===== config.mk =====
export PLATFORM = sky130hd
export DESIGN_NAME = phy_rx_deser_flat
export DESIGN_NICKNAME = d
export VERILOG_FILES = /design/src/rtl/phy_rx_deser_if.sv /design/src/rtl/phy_rx_deser.sv /design/src/flat_wrapper.sv
export SDC_FILE = /design/constraint.sdc
export NUM_CORES = 1
export LEC_CHECK = 0
export CAP_MARGIN = 20
export CORE_MARGIN = 2
export CORE_UTILIZATION = 40
export CTS_BUF_LIST = sky130_fd_sc_hd__clkbuf_4
export DETAILED_ROUTE_END_ITERATION = 10
export PLACE_DENSITY = 0.7
export SYNTH_ARGS = -nofsm -noshare
export SYNTH_HDL_FRONTEND = slang
export SYNTH_SLANG_ARGS = --single-unit

===== constraint.sdc =====
create_clock -name clk_32f -period 3.89 [get_ports clk_32f]
set_input_delay 0.778 -clock clk_32f [delete_from_list [all_inputs] [get_ports clk_32f]]
set_output_delay 0.778 -clock clk_32f [all_outputs]
set_load 0.05 [all_outputs]

===== src/rtl/phy_rx_deser_if.sv =====
`default_nettype none
// ============================================================================
//  Module   : phy_rx_deser_if
//  Brief    : Serial-in / 4-lane-out bundle for the PHY receive deserializer.
//  Revision : 1.0  initial release
// ============================================================================
interface phy_rx_deser_if;
    logic       serial_in;
    logic [7:0] IDLE;
    logic [7:0] out0;
    logic [7:0] out1;
    logic [7:0] out2;
    logic [7:0] out3;
    logic       valid_out0;
    logic       valid_out1;
    logic       valid_out2;
    logic       valid_out3;
    logic       active;

    // master drives the serial link, slave is the deserializer
    modport master (
        output serial_in, IDLE,
        input  out0, out1, out2, out3,
        input  valid_out0, valid_out1, valid_out2, valid_out3,
        input  active
    );

    modport slave (
        input  serial_in, IDLE,
        output out0, out1, out2, out3,
        output valid_out0, valid_out1, valid_out2, valid_out3,
        output active
    );
endinterface
`default_nettype wire


===== src/rtl/phy_rx_deser.sv =====
`default_nettype none
// ============================================================================
//  Module   : phy_rx_deser
//  Brief    : Bit-serial receiver; locks on a run of IDLE bytes, then demuxes
//             bytes round-robin into four lanes with one frame per 32 bits.
//  Revision : 1.0  initial release
// ============================================================================
module phy_rx_deser #(
    parameter int BC_COUNT = 4
) (
    input  wire logic      clk_32f,
    input  wire logic      rst,
    phy_rx_deser_if.slave  link
);

    localparam logic [3:0] c_LOCK_CNT = 4'(BC_COUNT - 1);

    typedef enum logic [0:0] {
        ST_SEARCH = 1'b0,
        ST_ACTIVE = 1'b1
    } state_t;

    state_t     r_state;
    state_t     w_state_next;

    logic [2:0] r_bit_cnt;
    logic [1:0] r_lane_cnt;
    logic [3:0] r_idle_cnt;
    logic [6:0] r_shift;

    logic [7:0] r_stage [3];
    logic [2:0] r_stage_v;

    logic [7:0] r_out [4];
    logic [3:0] r_valid;

    logic       w_byte_done;
    logic [7:0] w_rx_byte;
    logic       w_is_idle;
    logic       w_stage_en;
    logic       w_frame_end;

    // The byte completes in the same cycle its last bit arrives.
    assign w_byte_done = (r_bit_cnt == 3'd7);
    assign w_rx_byte   = {r_shift, link.serial_in};
    assign w_is_idle   = (w_rx_byte == link.IDLE);

    always_ff @(posedge clk_32f or negedge rst) begin
        if (!rst) begin
            r_state <= ST_SEARCH;
        end else begin
            r_state <= w_state_next;
        end
    end

    always_comb begin
        w_state_next = r_state;
        w_stage_en   = 1'b0;
        w_frame_end  = 1'b0;
        case (r_state)
            ST_SEARCH: begin
                if (w_byte_done && w_is_idle && (r_idle_cnt == c_LOCK_CNT)) begin
                    w_state_next = ST_ACTIVE;
                end
            end
            ST_ACTIVE: begin
                w_state_next = ST_ACTIVE;
                if (w_byte_done) begin
                    w_stage_en  = 1'b1;
                    w_frame_end = (r_lane_cnt == 2'd3);
                end
            end
            default: begin
                w_state_next = ST_SEARCH;
            end
        endcase
    end

    always_ff @(posedge clk_32f or negedge rst) begin
        if (!rst) begin
            r_bit_cnt  <= 3'd0;
            r_lane_cnt <= 2'd0;
            r_idle_cnt <= 4'd0;
            r_shift    <= 7'd0;
        end else begin
            r_bit_cnt <= r_bit_cnt + 3'd1;
            r_shift   <= w_rx_byte[6:0];
            if (w_byte_done) begin
                r_lane_cnt <= r_lane_cnt + 2'd1;
            end
            if ((r_state == ST_SEARCH) && w_byte_done) begin
                r_idle_cnt <= w_is_idle ? (r_idle_cnt + 4'd1) : 4'd0;
            end
        end
    end

    // Lane 3 never needs staging: it goes straight to out3 at frame end.
    always_ff @(posedge clk_32f or negedge rst) begin
        if (!rst) begin
            for (int i = 0; i < 3; i++) begin
                r_stage[i] <= 8'h00;
            end
            for (int i = 0; i < 4; i++) begin
                r_out[i] <= 8'h00;
            end
            r_stage_v <= 3'b000;
            r_valid   <= 4'b0000;
        end else begin
            if (w_stage_en) begin
                case (r_lane_cnt)
                    2'd0: begin
                        r_stage[0]   <= w_rx_byte;
                        r_stage_v[0] <= !w_is_idle;
                    end
                    2'd1: begin
                        r_stage[1]   <= w_rx_byte;
                        r_stage_v[1] <= !w_is_idle;
                    end
                    2'd2: begin
                        r_stage[2]   <= w_rx_byte;
                        r_stage_v[2] <= !w_is_idle;
                    end
                    default: begin
                    end
                endcase
            end
            if (w_frame_end) begin
                r_out[0]  <= r_stage[0];
                r_out[1]  <= r_stage[1];
                r_out[2]  <= r_stage[2];
                r_out[3]  <= w_rx_byte;
                r_valid   <= {!w_is_idle, r_stage_v};
                r_stage_v <= 3'b000;
            end
        end
    end

    assign link.out0       = r_out[0];
    assign link.out1       = r_out[1];
    assign link.out2       = r_out[2];
    assign link.out3       = r_out[3];
    assign link.valid_out0 = r_valid[0];
    assign link.valid_out1 = r_valid[1];
    assign link.valid_out2 = r_valid[2];
    assign link.valid_out3 = r_valid[3];
    assign link.active     = (r_state == ST_ACTIVE);

endmodule
`default_nettype wire


===== src/flat_wrapper.sv =====
// flat-port wrapper written by rule: the top's interface ports become plain ports
module phy_rx_deser_flat 
#(
    parameter int BC_COUNT = 4
)
  (clk_32f, rst, link_serial_in, link_IDLE, link_out0, link_out1, link_out2, link_out3, link_valid_out0, link_valid_out1, link_valid_out2, link_valid_out3, link_active);
  phy_rx_deser_if link_i ();
  input  wire logic clk_32f;
  input  wire logic rst;
  input wire logic [$bits(link_i.serial_in)-1:0] link_serial_in;
  input wire logic [$bits(link_i.IDLE)-1:0] link_IDLE;
  output wire logic [$bits(link_i.out0)-1:0] link_out0;
  output wire logic [$bits(link_i.out1)-1:0] link_out1;
  output wire logic [$bits(link_i.out2)-1:0] link_out2;
  output wire logic [$bits(link_i.out3)-1:0] link_out3;
  output wire logic [$bits(link_i.valid_out0)-1:0] link_valid_out0;
  output wire logic [$bits(link_i.valid_out1)-1:0] link_valid_out1;
  output wire logic [$bits(link_i.valid_out2)-1:0] link_valid_out2;
  output wire logic [$bits(link_i.valid_out3)-1:0] link_valid_out3;
  output wire logic [$bits(link_i.active)-1:0] link_active;
  assign link_i.serial_in = link_serial_in;
  assign link_i.IDLE = link_IDLE;
  assign link_out0 = link_i.out0;
  assign link_out1 = link_i.out1;
  assign link_out2 = link_i.out2;
  assign link_out3 = link_i.out3;
  assign link_valid_out0 = link_i.valid_out0;
  assign link_valid_out1 = link_i.valid_out1;
  assign link_valid_out2 = link_i.valid_out2;
  assign link_valid_out3 = link_i.valid_out3;
  assign link_active = link_i.active;
  phy_rx_deser #(.BC_COUNT(BC_COUNT)) u_core (.clk_32f(clk_32f), .rst(rst), .link(link_i));
endmodule

==> flow_summary.toml <==
[detailed_routing]
drtPass1Iterations = 4
drc = 0
routedWlPerCell_um = 13.38
routed_wl_um = 5806
drt_iter0_markers = 107
via_per_inst = 4.712
vias = 2045
ant_nets = 0

[setup_path]
critPathSlowestCell = "clkdlybuf4s50_1"
start_kind = "flip-flop"
path_cells = "clkdlybuf4s50_1"
max_stage_delay_ns = 0.87
crit_type = "reg2out"
timing.reg2reg.setup_slack_ns = 1.66
worst_ep_arrival_time_ns = 1.82
crit_start = "u_core.link.active"
cp_num_buf_inv = 1
worst-r2r-cell-count = 6
endpoint_kind = "primary output"
cp_top_family = "buffers and inverters"
crit_path_end = "link_active"
regToRegEndpoint = "u_core.link.out2[0]"
critical_path.max_fanout = 11
worstSetupPathDepth = 1
worstReg2RegStart = "u_core.r_bit_cnt[0]"
crit_required_ns = 3.11

[clocking]
cts_inserted_buffers = 9
clock_latency_ns = 0.43
cts_max_level = 3
cts-root-buf = "clkbuf_4"
ctsResizeCount = 0
clkTransAtPathRegs_ns = 0.11
cts_hold_buf = 0
tritoncts = "yes"
postCtsSetupBuffers = 0
clockBufferDepth = 2
cts.sinks = 80

[worst_hold_path]
hold-path-cell-count = 1
hold_path.class = "reg2reg"

[sta]
rsz0062_at_grt = "false"
period_needed_ns = 2.596
post-route-period-util = 0.6675
max_freq_mhz = 385.1
setup_tns_ns = 0
finalSetupViolCount = 0
slew-limit-headroom = 0.3482
worst_slew_pin_slew_ns = 0.9776
clock_skew_ns = 0.01758
finalHoldViolations = 0
final_max_slew_viol_count = 0

[logic_synthesis]
synth-xor-area-share = 0.02507
synth_area_leaders = "dfrtp_1 (64%), nand2_1 (13%), mux2_2 (8.6%), ha_1 (2.8%), xor2_1 (2.5%)"
yosysSeqAreaShare = 0.6367
muxShareOfSynthArea = 0.08595
synth.most_common_cell = "nand2_1"
synthTopCellsByCount = "nand2_1 (112), dfrtp_1 (80), mux2_2 (24)"
ys_warn_count = 0
synth-simple-area-share = 0.1787
syn_inst = 279
synth_edf_count = 0
syn_avg_cell_area_um2 = 11.27
synth_seq_cells = 80
synth.top_cell.area_share = 0.6367
synthArstFlopShare = 1.000
yosysTopAreaCell = "dfrtp_1"
netlist_area_um2 = 3144
synth-adder-area-share = 0.02786
synth.distinct_cells = 24
synth_compound_area_frac = 0.02467
synth-main-ff-cell = "dfrtp_1"
syn_nets = 297
synth_top_family_by_area = "simple AND/OR/NAND/NOR gates"

[finish]
design_area_um2 = 3861
insertedDiodeCount = 0
fin_nets = 346
layout.cells.non_filler = 434
area_growth_pct = 22.80
layout-drive-gt1-share = 0.1355

[grt]
grt_pass1_vias = 2004
grt_first_pass_wirelength_um = 9873
grt_antenna_before_repair = 0
grt_max_degree = 81
grt-ovfl-total = 0
grt_usage = 0.1516

[power]
p_comb_frac = 0.026
ir_drop_uv = 223.8
p_leak_nw = 1.989
switching_share = 0.2233
p_switching_mw = 0.3196
clkPwrFrac = 0.383
powerDensity_nw_per_um2 = 370.6
power_frac_seq = 0.591
p_int_mw = 1.111

[placed_design]
dp_hpwl_um = 3964
dp.cells = 419
postPlaceCellArea_um2 = 3700
io_buffer_count = 47
gp_congestion = 0.7666

[die]
die_area_um2 = 8586
initial_utilization = 0.4090
row_count = 32
core_area_um2 = 7687
die_h_um = 92.66
die_x_um = 92.66
io_pins = 48

[run]
max_cap_violations = 0

[outcome]
status = "complete, no violations"
power groups by stage:
stage          clock network (mW)  registers [mW]  logic (mW)
6_report                    0.548           0.846      0.0370
5_1_grt                     0.605           0.847      0.0418
4_1_cts                     0.566           0.846      0.0385
3_5_place_dp                    0           0.862      0.0387
3_3_place_gp                    0           0.862      0.0380
2_1_floorplan                   0           0.857     0.00977
cell usage in the layout, fill, tap and decap left out:
cell type          n
a211oi_1           3
a21o_1             2
a22o_4             1
and2_1             1
and3_1             4
buf_4              3
bufinv_16          2
clkbuf_4           9
clkdlybuf4s50_1   46
clkinv_4           2
clkinvlp_4         1
dfrtp_1           80
ha_1               7
inv_1              3
inv_6              1
mux2_2            24
nand2_1          112
nand2b_1           1
nand3_1            7
nor2_1             4
nor2b_1            1
nor3_1             1
nor3b_1            1
nor4_2             2
nor4bb_1           1
o211ai_1           1
o21ai_0            3
xor2_1             9
state kept, by name, summed over array words and instances, names as in the netlist:
name                cells
u_core.link.active      1
u_core.r_bit_cnt        3
u_core.r_stage         24
u_core.r_valid          4
u_core.link.out2        8
u_core.r_stage_v        3
u_core.link.out0        8
u_core.r_lane_cnt       2
u_core.link.out1        8
u_core.r_idle_cnt       4
u_core.link.out3        8
u_core.r_shift          7
worst min-delay path by stage:
stage / startpoint / end / slack [ns]
after global placement: u_core.r_bit_cnt[0] / u_core.r_bit_cnt[0] / 0.41
after floorplan: u_core.r_bit_cnt[0] / u_core.r_bit_cnt[0] / 0.40
after global routing: u_core.r_bit_cnt[0] / u_core.r_bit_cnt[0] / 0.46
final: u_core.r_bit_cnt[0] / u_core.r_bit_cnt[0] / 0.44
after CTS: u_core.r_bit_cnt[0] / u_core.r_bit_cnt[0] / 0.44
after detailed placement: u_core.r_bit_cnt[0] / u_core.r_bit_cnt[0] / 0.43
final cells by class:
class                      count  area, um2
tap                          102      127.6
clock buffer                   9      67.56
inverter                       3      11.26
sequential                    80       2002
fill                         721       3826
multi-input combinational    185       1076
clock inverter                 6      93.84
timing repair buffer          49      483.0
cell families after synthesis:
| family | after synthesis |
|---|---|
| simple gates | 135 |
| flops | 80 |
| mux | 24 |
| buf+inv | 14 |
| compound gates | 10 |
| xor+xnor | 9 |
| fa+ha+maj | 7 |
routing by layer:
metal / routed length [um] / part of all wire / global-route usage / vias up
li1: - / - / - / 1002
met1: 2793 / 0.48 / 0.2023 / 1003
met2: 2732 / 0.47 / 0.2366 / 31
met3: 216 / 0.037 / 0.05207 / 9
met4: 63 / 0.011 / 0.04412 / 0
met5: 0 / 0 / 0 / -
through the flow:
step,utilization,hold slack (ns),power (mW),setup WS (ns)
6_report,0.5023,0.4395,1.431,1.294
5_1_grt,0.5023,0.4649,1.494,1.181
4_1_cts,0.5023,0.4439,1.451,1.262
3_5_place_dp,0.4813,0.4258,0.9006,1.372
3_3_place_gp,0.4813,0.4126,0.8996,1.431
2_1_floorplan,-,0.4006,0.8669,2.113
(Power assumes the default switching activity.)
